`src/rtl/uart_tx_buffer.sv`:
```
`default_nettype none
// ============================================================================
// Module   : uart_tx_buffer
// Brief    : Byte FIFO plus launch controller feeding a UART transmitter FSM.
//            Bytes are popped one at a time into a held tx_data register and
//            offered with a level-held data-valid until the transmitter's busy
//            flag shows the frame has started and then finished.
// Revision : 1.0 - initial release
// ============================================================================
module uart_tx_buffer #(
    parameter int DATA_WIDTH = 8,
    parameter int DEPTH      = 8
) (
    input  logic                     clk,
    input  logic                     reset,
    input  logic                     wr_en,
    input  logic [DATA_WIDTH-1:0]    wr_data,
    output logic                     full,
    output logic                     empty,
    output logic [$clog2(DEPTH):0]   count,
    output logic                     overflow,
    input  logic                     tx_busy,
    output logic                     tx_data_valid,
    output logic [DATA_WIDTH-1:0]    tx_data
);

    localparam int               c_AW       = $clog2(DEPTH);
    localparam logic [c_AW:0]    c_CNT_FULL = (c_AW+1)'(DEPTH);
    localparam logic [c_AW:0]    c_CNT_ONE  = (c_AW+1)'(1);
    localparam logic [c_AW-1:0]  c_PTR_ONE  = c_AW'(1);

    // Launch FSM encoding
    localparam logic [1:0] c_IDLE = 2'd0;
    localparam logic [1:0] c_REQ  = 2'd1;
    localparam logic [1:0] c_SEND = 2'd2;

    logic [DATA_WIDTH-1:0] r_mem [DEPTH];
    logic [c_AW-1:0]       r_wr_ptr;
    logic [c_AW-1:0]       r_rd_ptr;
    logic [c_AW:0]         r_count;
    logic                  r_overflow;
    logic [1:0]            r_state;
    logic [DATA_WIDTH-1:0] r_tx_data;

    logic w_full;
    logic w_empty;
    logic w_wr_accept;
    logic w_pop;

    assign w_full      = (r_count == c_CNT_FULL);
    assign w_empty     = (r_count == '0);
    assign w_wr_accept = wr_en && !w_full;
    // Pops only come from IDLE, so a byte already in tx_data is never replaced mid-frame
    assign w_pop       = (r_state == c_IDLE) && !w_empty && !tx_busy;

    // Storage array; stale entries after reset are unreachable once the pointers clear
    always_ff @(posedge clk) begin
        if (w_wr_accept) begin
            r_mem[r_wr_ptr] <= wr_data;
        end
    end

    // Pointers, occupancy and the dropped-write pulse
    always_ff @(posedge clk) begin
        if (reset) begin
            r_wr_ptr   <= '0;
            r_rd_ptr   <= '0;
            r_count    <= '0;
            r_overflow <= 1'b0;
        end else begin
            r_overflow <= wr_en && w_full;
            if (w_wr_accept) begin
                r_wr_ptr <= r_wr_ptr + c_PTR_ONE;
            end
            if (w_pop) begin
                r_rd_ptr <= r_rd_ptr + c_PTR_ONE;
            end
            case ({w_wr_accept, w_pop})
                2'b10:   r_count <= r_count + c_CNT_ONE;
                2'b01:   r_count <= r_count - c_CNT_ONE;
                default: r_count <= r_count;
            endcase
        end
    end

    // Launch FSM and the held output byte
    always_ff @(posedge clk) begin
        if (reset) begin
            r_state   <= c_IDLE;
            r_tx_data <= '0;
        end else begin
            case (r_state)
                c_IDLE: begin
                    if (w_pop) begin
                        r_tx_data <= r_mem[r_rd_ptr];
                        r_state   <= c_REQ;
                    end
                end
                c_REQ: begin
                    // Held until the transmitter acknowledges with busy; no timeout
                    if (tx_busy) begin
                        r_state <= c_SEND;
                    end
                end
                c_SEND: begin
                    if (!tx_busy) begin
                        r_state <= c_IDLE;
                    end
                end
                default: r_state <= c_IDLE;
            endcase
        end
    end

    assign full          = w_full;
    assign empty         = w_empty;
    assign count         = r_count;
    assign overflow      = r_overflow;
    // Decoded from registered state only, so the request is glitch-free
    assign tx_data_valid = (r_state == c_REQ);
    assign tx_data       = r_tx_data;

endmodule
`default_nettype wire

```
`config.mk`:
```
export PLATFORM = sky130hd
export DESIGN_NAME = uart_tx_buffer
export DESIGN_NICKNAME = d
export VERILOG_FILES = /design/src/rtl/uart_tx_buffer.sv
export SDC_FILE = /design/constraint.sdc
export NUM_CORES = 1
export LEC_CHECK = 0
export BUFFER_PORTS_ARGS = -buffer_cell sky130_fd_sc_hd__buf_2
export CORE_UTILIZATION = 60
export CTS_CLUSTER_DIAMETER = 150
export DETAILED_ROUTE_END_ITERATION = 10
export GPL_TIMING_DRIVEN = 1
export PLACE_DENSITY = 0.89
export SLEW_MARGIN = 25
export SYNTH_ARGS = -nofsm -noshare
export SYNTH_HDL_FRONTEND = slang
export SYNTH_SLANG_ARGS = --single-unit
```
`constraint.sdc`:
```
create_clock -name clk -period 3.87 [get_ports clk]
set_input_delay 0 -clock clk [delete_from_list [all_inputs] [get_ports clk]]
set_output_delay 0 -clock clk [all_outputs]
set_load 0.02 [all_outputs]
```
# After elaboration in Yosys (flattened, before gate mapping)
# Memory sizes are Yosys's and may differ from the RTL's. A register that Yosys moved wholly into a read port is not among the register bits.
# Index checks and enable logic that the tools add are counted.
# W data, S select, Z words.
# word_totals
regBits	13
latchBits	0
ram_bits	64
mem_bits_ro	0
out_inout_bits	16
word_cells	37
mem_count	1
# mem_list
name	depth	width	read_ports	rd_clocked_by_memory_dff	write_ports	line_no	source
r_mem	8	8	1	1	1	37	logic [DATA_WIDTH-1:0] r_mem [DEPTH];
# op_classes
add_sub_neg	4
n_mul	0
n_div	0
magnitude_cmp	0
n_eq_ne	8
shifts	0
mux	7
bitwise	0
reduce_logical	12
# op_table
operator	n
$pmux W4 S2	1
$add A3 B1 Y3 const B	2
$mux W2	3
$ne A2 B2 Y1 const B	3
$pmux W2 S3	1
$add A4 B1 Y4 const B	1
$eq A2 B1 Y1 const B	2
$eq A2 B2 Y1 const B	2
$eq A4 B4 Y1 const B	1
$logic_and A1 B1 Y1	4
$logic_not A4 Y1	1
$sub A4 B1 Y4 const B	1
$logic_not A1 Y1	3
$reduce_and A3 Y1	1
$logic_not A2 Y1	1
$mux W1	2
$reduce_and A2 Y1	1
$reduce_bool A2 Y1	1

# Longest topological paths before layout
# Gate-level depths: netlist of the first run.
# depth
word_depth	6
depth_mapped	11
mapped_depth_nobuf	9

# Least setup slack after synthesis of the first run
# OpenSTA, ideal clock, no wires.
# synth_timing
path_kind	register to register
startpoint	register r_count[0] (netlist: count[0])
endpoint	register r_count[3] (netlist: count[3])
arrival_ps	2533
required_time_ps	3749
path_slack_ps	1216
stages_incl_launch_ff	9
synth_period_minus_slack_ps	2654
cell_sequence	dfxtp_1 or4_1 buf_2 and2_4 buf_6 ha_1 or3_1 o32ai_1 mux2_2
# synth_between
elab_chain_len	6
word_cells_on_any_way	13
cone_classes	add/sub: 2; eq/ne: 3; mux: 1; reduce/logical: 7
# synth_rtl
item	line_no	source
start, declared	40	logic [c_AW:0] r_count;
start signal, assigned	79	2'b10: r_count <= r_count + c_CNT_ONE;
start signal, assigned	80	2'b01: r_count <= r_count - c_CNT_ONE;
start signal, assigned	81	default: r_count <= r_count;
$logic_not A4 Y1 *	51	assign w_empty = (r_count == '0);
$logic_not A1 Y1 *	54	assign w_pop = (r_state == c_IDLE) && !w_empty && !tx_busy;
$logic_and A1 B1 Y1 * (2 in series)	54	
via w_pop	48	logic w_pop;
$eq A2 B1 Y1 or $eq A2 B2 Y1 (tied branches)	78	case ({w_wr_accept, w_pop})
$pmux W4 S2 or $reduce_bool A2 Y1 (tied branches)	n/a	
# The timed path passes the listed nets; every way through them passes the cells marked *.
# A chain may end at the register's enable or synchronous reset.

# Worst setup path after layout of the first run
# layout_timing
startpoint	register r_count[0] (netlist: count[0])
endpoint	register r_count[2] (netlist: count[2])
# layout_between
elab_chain_len	6
word_cells_on_any_way	13
cone_classes	add/sub: 2; eq/ne: 3; mux: 1; reduce/logical: 7
# layout_rtl
item	line_no
$logic_not A4 Y1	51
$logic_not A1 Y1	54
$logic_and A1 B1 Y1 (2 in series)	54
$eq A2 B1 Y1 or $eq A2 B2 Y1 (tied branches)	78
$pmux W4 S2 or $reduce_bool A2 Y1 (tied branches)	n/a
# Parallel ways exist; a longest one is shown, timed or not.

==> results of run 1 <==
-- power breakdown --
group	internal (mW)	switching [mW]
combinational	0.315	0.371
clock	0.234	0.321
sequential	1.09	0.113
-- cell families after synthesis --
| group | count (synthesis) | synth area share, % |
|---|---|---|
| adders and majority gates | 5 | 1.88 |
| and+or+nand+nor | 58 | 9.26 |
| DFF | 85 | 70.2 |
| muxes | 19 | 11.7 |
| buffers and inverters | 12 | 1.88 |
| AOI/OAI and AO/OA | 15 | 2.70 |
| xor gates and xnor gates | 8 | 2.33 |
-- metal layers --
metal  GRT usage (%)  share of wire (%)
met3            4.79                5.8
met4            12.1                2.6
met1            29.3                 42
met5               0                  0
met2            33.8                 49
-- through the flow --
step	util (%)	cells	hold WS, ps	worst slack [ps]	total power, mW
final	73.1	322	38.3	1150	2.45
after global routing	73.1	322	79.5	1020	2.57
after CTS	73.1	322	31.5	1180	2.47
after detailed placement	67.8	296	221	1180	1.91
after global placement	67.8	296	207	1260	1.88
after floorplan	-	202	78.7	1220	1.73
-- worst register-to-register path, cell delays in order (launching register included) --
cell and delay (ps):
dfxtp_1 370, or4_1 660, and2_4 260, ha_1 250
xor2_1 160, ha_1 190, a21oi_1 180, xor2_1 100
or3_1 310, a21oi_1 170
-- flip-flops by register name (all words and copies together), names as in the netlist --
name and cells:
r_mem 64, r_rd_ptr 3, r_state 2, count 4, overflow 1, r_wr_ptr 3
tx_data 8
-- cells in the final DEF, fill, tap and decap left out, types with 2 or more instances in the layout --
| cell | Yosys | routed |
|---|---|---|
| nor3b_1 | 2 | 2 |
| inv_1 | 3 | 3 |
| nand2_1 | 2 | 2 |
| dlygate4sd3_1 | 0 | 10 |
| nand3_2 | 2 | 2 |
| mux2i_1 | 2 | 2 |
| xor2_1 | 5 | 5 |
| a21oi_1 | 4 | 4 |
| buf_2 | 2 | 27 |
| clkinv_4 | 0 | 2 |
| ha_1 | 5 | 5 |
| dfxtp_1 | 21 | 20 |
| nand2b_1 | 2 | 2 |
| nor3_1 | 12 | 12 |
| or3_1 | 2 | 2 |
| clkinvlp_4 | 0 | 2 |
| xnor2_1 | 2 | 2 |
| edfxtp_1 | 64 | 64 |
| clkbuf_8 | 0 | 9 |
| nor2b_1 | 5 | 5 |
| nor4_1 | 2 | 2 |
| o22ai_1 | 8 | 8 |
| buf_4 | 2 | 6 |
| mux4_2 | 16 | 16 |
| nor2_1 | 20 | 20 |
| clkinv_2 | 0 | 2 |
| nand3_1 | 4 | 4 |
-- worst min path at each step --
| stage | from | end | slack (ps) |
|---|---|---|---|
| 2_1_floorplan | tx_busy | r_state[0] | 80 |
| 3_3_place_gp | tx_busy | r_state[0] | 210 |
| 3_5_place_dp | tx_busy | r_state[0] | 220 |
| 4_1_cts | reset | r_rd_ptr[1] | 30 |
| 5_1_grt | reset | r_rd_ptr[1] | 80 |
| 6_report | reset | r_rd_ptr[1] | 40 |
-- repair_timing --
action / CTS / global route
endpoints found under the setup margin: 0 / 0
endpoints found under the hold margin: 68 / 0
hold buffers: 10 / 0
-- cells in the mapped netlist --
master | number | share of area [%]
buf_4 | 2 | 0.45
o32ai_1 | 1 | 0.26
nand2b_1 | 2 | 0.38
o22ai_1 | 8 | 1.5
nand2_1 | 2 | 0.23
a31oi_1 | 1 | 0.19
and2_4 | 1 | 0.26
nand3_2 | 2 | 0.60
xnor2_1 | 2 | 0.53
buf_2 | 2 | 0.30
a21oi_1 | 4 | 0.60
xor2_1 | 5 | 1.3
or4b_1 | 1 | 0.30
nor4_1 | 2 | 0.38
dfxtp_1 | 21 | 13
nor2_1 | 20 | 2.3
clkbuf_1 | 4 | 0.45
ha_1 | 5 | 1.9
o21ai_0 | 1 | 0.15
nor2b_1 | 5 | 0.94
nor3_1 | 12 | 1.8
buf_6 | 1 | 0.34
xnor2_2 | 1 | 0.49
mux2_2 | 1 | 0.34
nor3_2 | 1 | 0.30
edfxtp_1 | 64 | 58
mux2i_1 | 2 | 0.60
nand3_1 | 4 | 0.60
inv_1 | 3 | 0.34
nor3b_1 | 2 | 0.45
or3_1 | 2 | 0.38
nand2_2 | 1 | 0.19
mux4_2 | 16 | 11
or4_1 | 1 | 0.23
-- final cells by class --
cell class	count	area [um^2]	share of cell area, %
inverter	3	11.3	0.294
timing repair buffer	43	280	7.32
clock inverter	7	51.3	1.34
multi-input combinational	105	931	24.3
sequential	85	2340	61.2
tap	70	87.6	2.29
clock buffer	9	124	3.24
==> impl_metrics.toml, run 1 <==
[run_status]
status = "completed"

[timing]
hold_viol_final = 0
rsz0062_at_grt = "no"
worst_pin_slew_ps = 884
setup-tns-final_ps = 0
slew-limit-headroom_pct = 40.8
fmax_ghz = 0.368
finClkSkew_ps = 9.22
slew_viol_final = 0
fin_crit_sh_pct = 70.2
min_period_ps = 2720
setup_viol = 0

[clock_tree]
cts.path.max_buffers = 2
clkSinkCount = 85
clk_pin_slew_ps = 90
ctsHtreeMaxLevel = 3
cts_resized = 0
clockRootBuffer = "clkbuf_8"
cts_tree = "built"
tritoncts.num_buffers = 9
postCtsSetupBuffers = 0
worst_skew_pair.late_latency_ps = 360

[finish]
layout-drive-gt1-share_pct = 29.0
final_area_um2 = 3830
syn2layout_area_growth_pct = 14.8
nets = 264
diodes = 0
fill_cells = 326

[detailed_routing]
avgRoutedWirePerCell_um = 17.8
vias = 1856
drt-total-wl_um = 5720
drtIter0Drc = 172
antenna_left = 0
dr.pass1.iters = 4
viasPerCell = 5.76
drc = 0

[critical_path]
cp_top_family = "simple AND/OR/NAND/NOR gates"
crit_required_ps = 4160
rr_startpoint = "count[0]"
crit_chain = "or4_1 > and2_4 > ha_1 > xor2_1 > ha_1 > a21oi_1 > xor2_1 > or3_1 > a21oi_1"
slowest_delay_ps = 660
critPathArrivalTime_ps = 3000
cp-start-kind = "flop"
r2r-end = "count[2]"
reg2reg_depth = 9
startpoint = "count[0]"
slowest_stage = "or4_1"
cp-endpoint = "count[2]"
path_buf_inv = 0
crit_fanout = 12
path_class = "flop to flop"
cp-end-kind = "flop"
crit_cells = 9
ff2ff_setup_slack_ps = 1150

[hold_path]
hp-class = "input port to flop"
hold_depth = 2

[global_routing]
grt_pass1_wl_um = 9080
grt_max_degree = 23
grt_overflow_total = 0
grt_pass1_vias = 1775
antenna_found_initial = 0
grt_usage_pct = 21.9

[synth]
yosysWarnings = 0
ys_seq_area_share_pct = 70.2
synth_cells = 202
yosys_register_bits = 85
syn_nets = 219
yosysUniqueCellTypes = 34
synth_area_per_cell_um2 = 16.5
mappedNetlistArea_um2 = 3340

[placed_design]
dpl.hpwl_um = 3520
io_buffer_count = 27
place_area_um2 = 3550
place_congestion = 0.817

[floorplanning]
die_area_um2 = 5860
rows = 26
coreArea_um2 = 5240
die_x_um = 76.6
ios = 28
die_h_um = 76.6
start_util_pct = 63.7

[job]
drv_cap = 0

[power]
vdd_drop_max_mv = 0.421
p_leak_nw = 1.35
powerDensity_nw_per_um2 = 639
(Power assumes the default switching activity.)
==> run 2: changes to the inputs <==
--- a/config.mk
+++ b/config.mk
@@ -6,11 +6,11 @@
 export NUM_CORES = 1
 export LEC_CHECK = 0
 export BUFFER_PORTS_ARGS = -buffer_cell sky130_fd_sc_hd__buf_2
-export CORE_UTILIZATION = 60
+export CORE_UTILIZATION = 58
 export CTS_CLUSTER_DIAMETER = 150
 export DETAILED_ROUTE_END_ITERATION = 10
 export GPL_TIMING_DRIVEN = 1
-export PLACE_DENSITY = 0.89
+export PLACE_DENSITY = 0.87
 export SLEW_MARGIN = 25
 export SYNTH_ARGS = -nofsm -noshare
 export SYNTH_HDL_FRONTEND = slang
==> constraint.sdc (replaced) <==
create_clock -name clk -period 2.76 [get_ports clk]
set_input_delay 0 -clock clk [delete_from_list [all_inputs] [get_ports clk]]
set_output_delay 0 -clock clk [all_outputs]
set_load 0.02 [all_outputs]
==> impl_metrics.toml, run 2 (synthesis results as in run 1) <==
[global_routing]
grt_usage_pct = 21.9
grt_pass1_vias = 1847
grt_pass1_wl_um = 9200
grt_max_degree = 23
antenna_found_initial = 0
grt_overflow_total = 0

[clock_tree]
cts_resized = 0
worst_skew_pair.late_latency_ps = 350
postCtsSetupBuffers = 0
clk_pin_slew_ps = 90
cts.path.max_buffers = 2
tritoncts.num_buffers = 9
ctsHtreeMaxLevel = 3
cts_tree = "built"
clockRootBuffer = "clkbuf_8"
clkSinkCount = 85

[critical_path]
path_class = "flop to flop"
reg2reg_depth = 6
crit_required_ps = 3000
cp-start-kind = "flop"
cp-end-kind = "flop"
crit_fanout = 8
critPathArrivalTime_ps = 2850

[detailed_routing]
dr.pass1.iters = 4
antenna_left = 0
drt-total-wl_um = 5960
drtIter0Drc = 166
vias = 1870
viasPerCell = 5.70
avgRoutedWirePerCell_um = 18.2
drc = 0

[hold_path]
hold_depth = 2
hp-class = "input port to flop"

[finish]
syn2layout_area_growth_pct = 16.4
mostFrequentLayoutCells = "edfxtp_1, buf_2, dfxtp_1"
regMostFlops = "r_mem"
final_common_cell = "edfxtp_1"
nets = 268
diodes = 0
largest_reg_flops = 64
layout-drive-gt1-share_pct = 29.7

[timing]
fmax_ghz = 0.383
min_period_ps = 2610
slew_viol_final = 0
fin_crit_sh_pct = 94.5
worst_pin_slew_ps = 982
setup_viol = 0
holdWs_ps = 59.0
slew-limit-headroom_pct = 33.9
finClkSkew_ps = 11.1
hold_viol_final = 0
rsz0062_at_grt = "no"
setup-tns-final_ps = 0

[floorplanning]
start_util_pct = 60.2
coreArea_um2 = 5540
die_area_um2 = 6060
rows = 27
ios = 28
die_x_um = 77.8
die_h_um = 77.8

[job]
drv_cap = 0

[power]
p_leak_nw = 1.38
vdd_drop_max_mv = 0.534
powerDensity_nw_per_um2 = 910
p_total_mw = 3.53

[run_status]
status = "completed"

[placed_design]
io_buffer_count = 27
place_congestion = 0.791
dpl.hpwl_um = 3920
==> run 2: cell count changes in the layout (fill, tap and decap cells not counted), sizes merged <==
cell      before  now
clkinv         4    2
bufinv         0    1
buf           33   37
clkinvlp       2    3
==> run 2: layer usage <==
metal | up-vias | part of all wire, % | track usage (%)
met1 | 936 | 42 | 27.2
met5 | - | 0 | 0
met3 | 14 | 3.0 | 3.88
met4 | 0 | 2.3 | 10.9
li1 | 878 | - | -
met2 | 42 | 52 | 37.0
==> run 2: power by group <==
| group | switching [mW] | total (mW) | internal [mW] | leakage, nW |
|---|---|---|---|---|
| Sequential | 0.116 | 1.65 | 1.53 | 0.753 |
| Clock | 0.438 | 0.858 | 0.420 | 0.0918 |
| Combinational | 0.568 | 1.03 | 0.460 | 0.530 |
==> run 2: final cells by class <==
| type | count | area [um^2] |
|---|---|---|
| Timing Repair Buffer | 47 | 310 |
| Tap cell | 72 | 90.1 |
| Sequential cell | 85 | 2340 |
| Multi-Input combinational cell | 105 | 931 |
| Inverter | 3 | 11.3 |
| Clock buffer | 9 | 124 |
| Clock inverter | 7 | 75.1 |
| Fill cell | 366 | 1660 |
==> run 2: critical path: stages (launching register included) <==
cell	delay [ps]
dfxtp_1	380
or4b_1	660
nand2_2	210
ha_1	340
or3_1	390
o32ai_1	140
mux2_2	360
==> run 2: worst paths after layout <==
kind	from	end	slack, ps
setup / recovery	count[0]	count[3]	150
hold / removal	reset	count[0]	60
setup reg to reg	count[0]	count[3]	150
hold reg to reg	tx_data[1]	tx_data[1]	500
==> run 2: through the flow <==
| stage | util, % | instances | worst slack [ps] | instance area (um^2) |
|---|---|---|---|---|
| floorplan | - | 202 | 106 | 3340 |
| global placement | 64.7 | 302 | 246 | 3580 |
| detailed placement | 64.7 | 302 | 206 | 3580 |
| finish | 70.1 | 328 | 151 | 3880 |
| global route | 70.1 | 328 | 25.9 | 3880 |
| CTS | 70.1 | 328 | 170 | 3880 |
==> run 2: what timing repair did <==
| action | 4_1_cts | 5_1_grt |
|---|---|---|
| hold buffers | 10 | 0 |
| endpoints found under the setup margin | 0 | 0 |
| endpoints found under the hold margin | 68 | 0 |
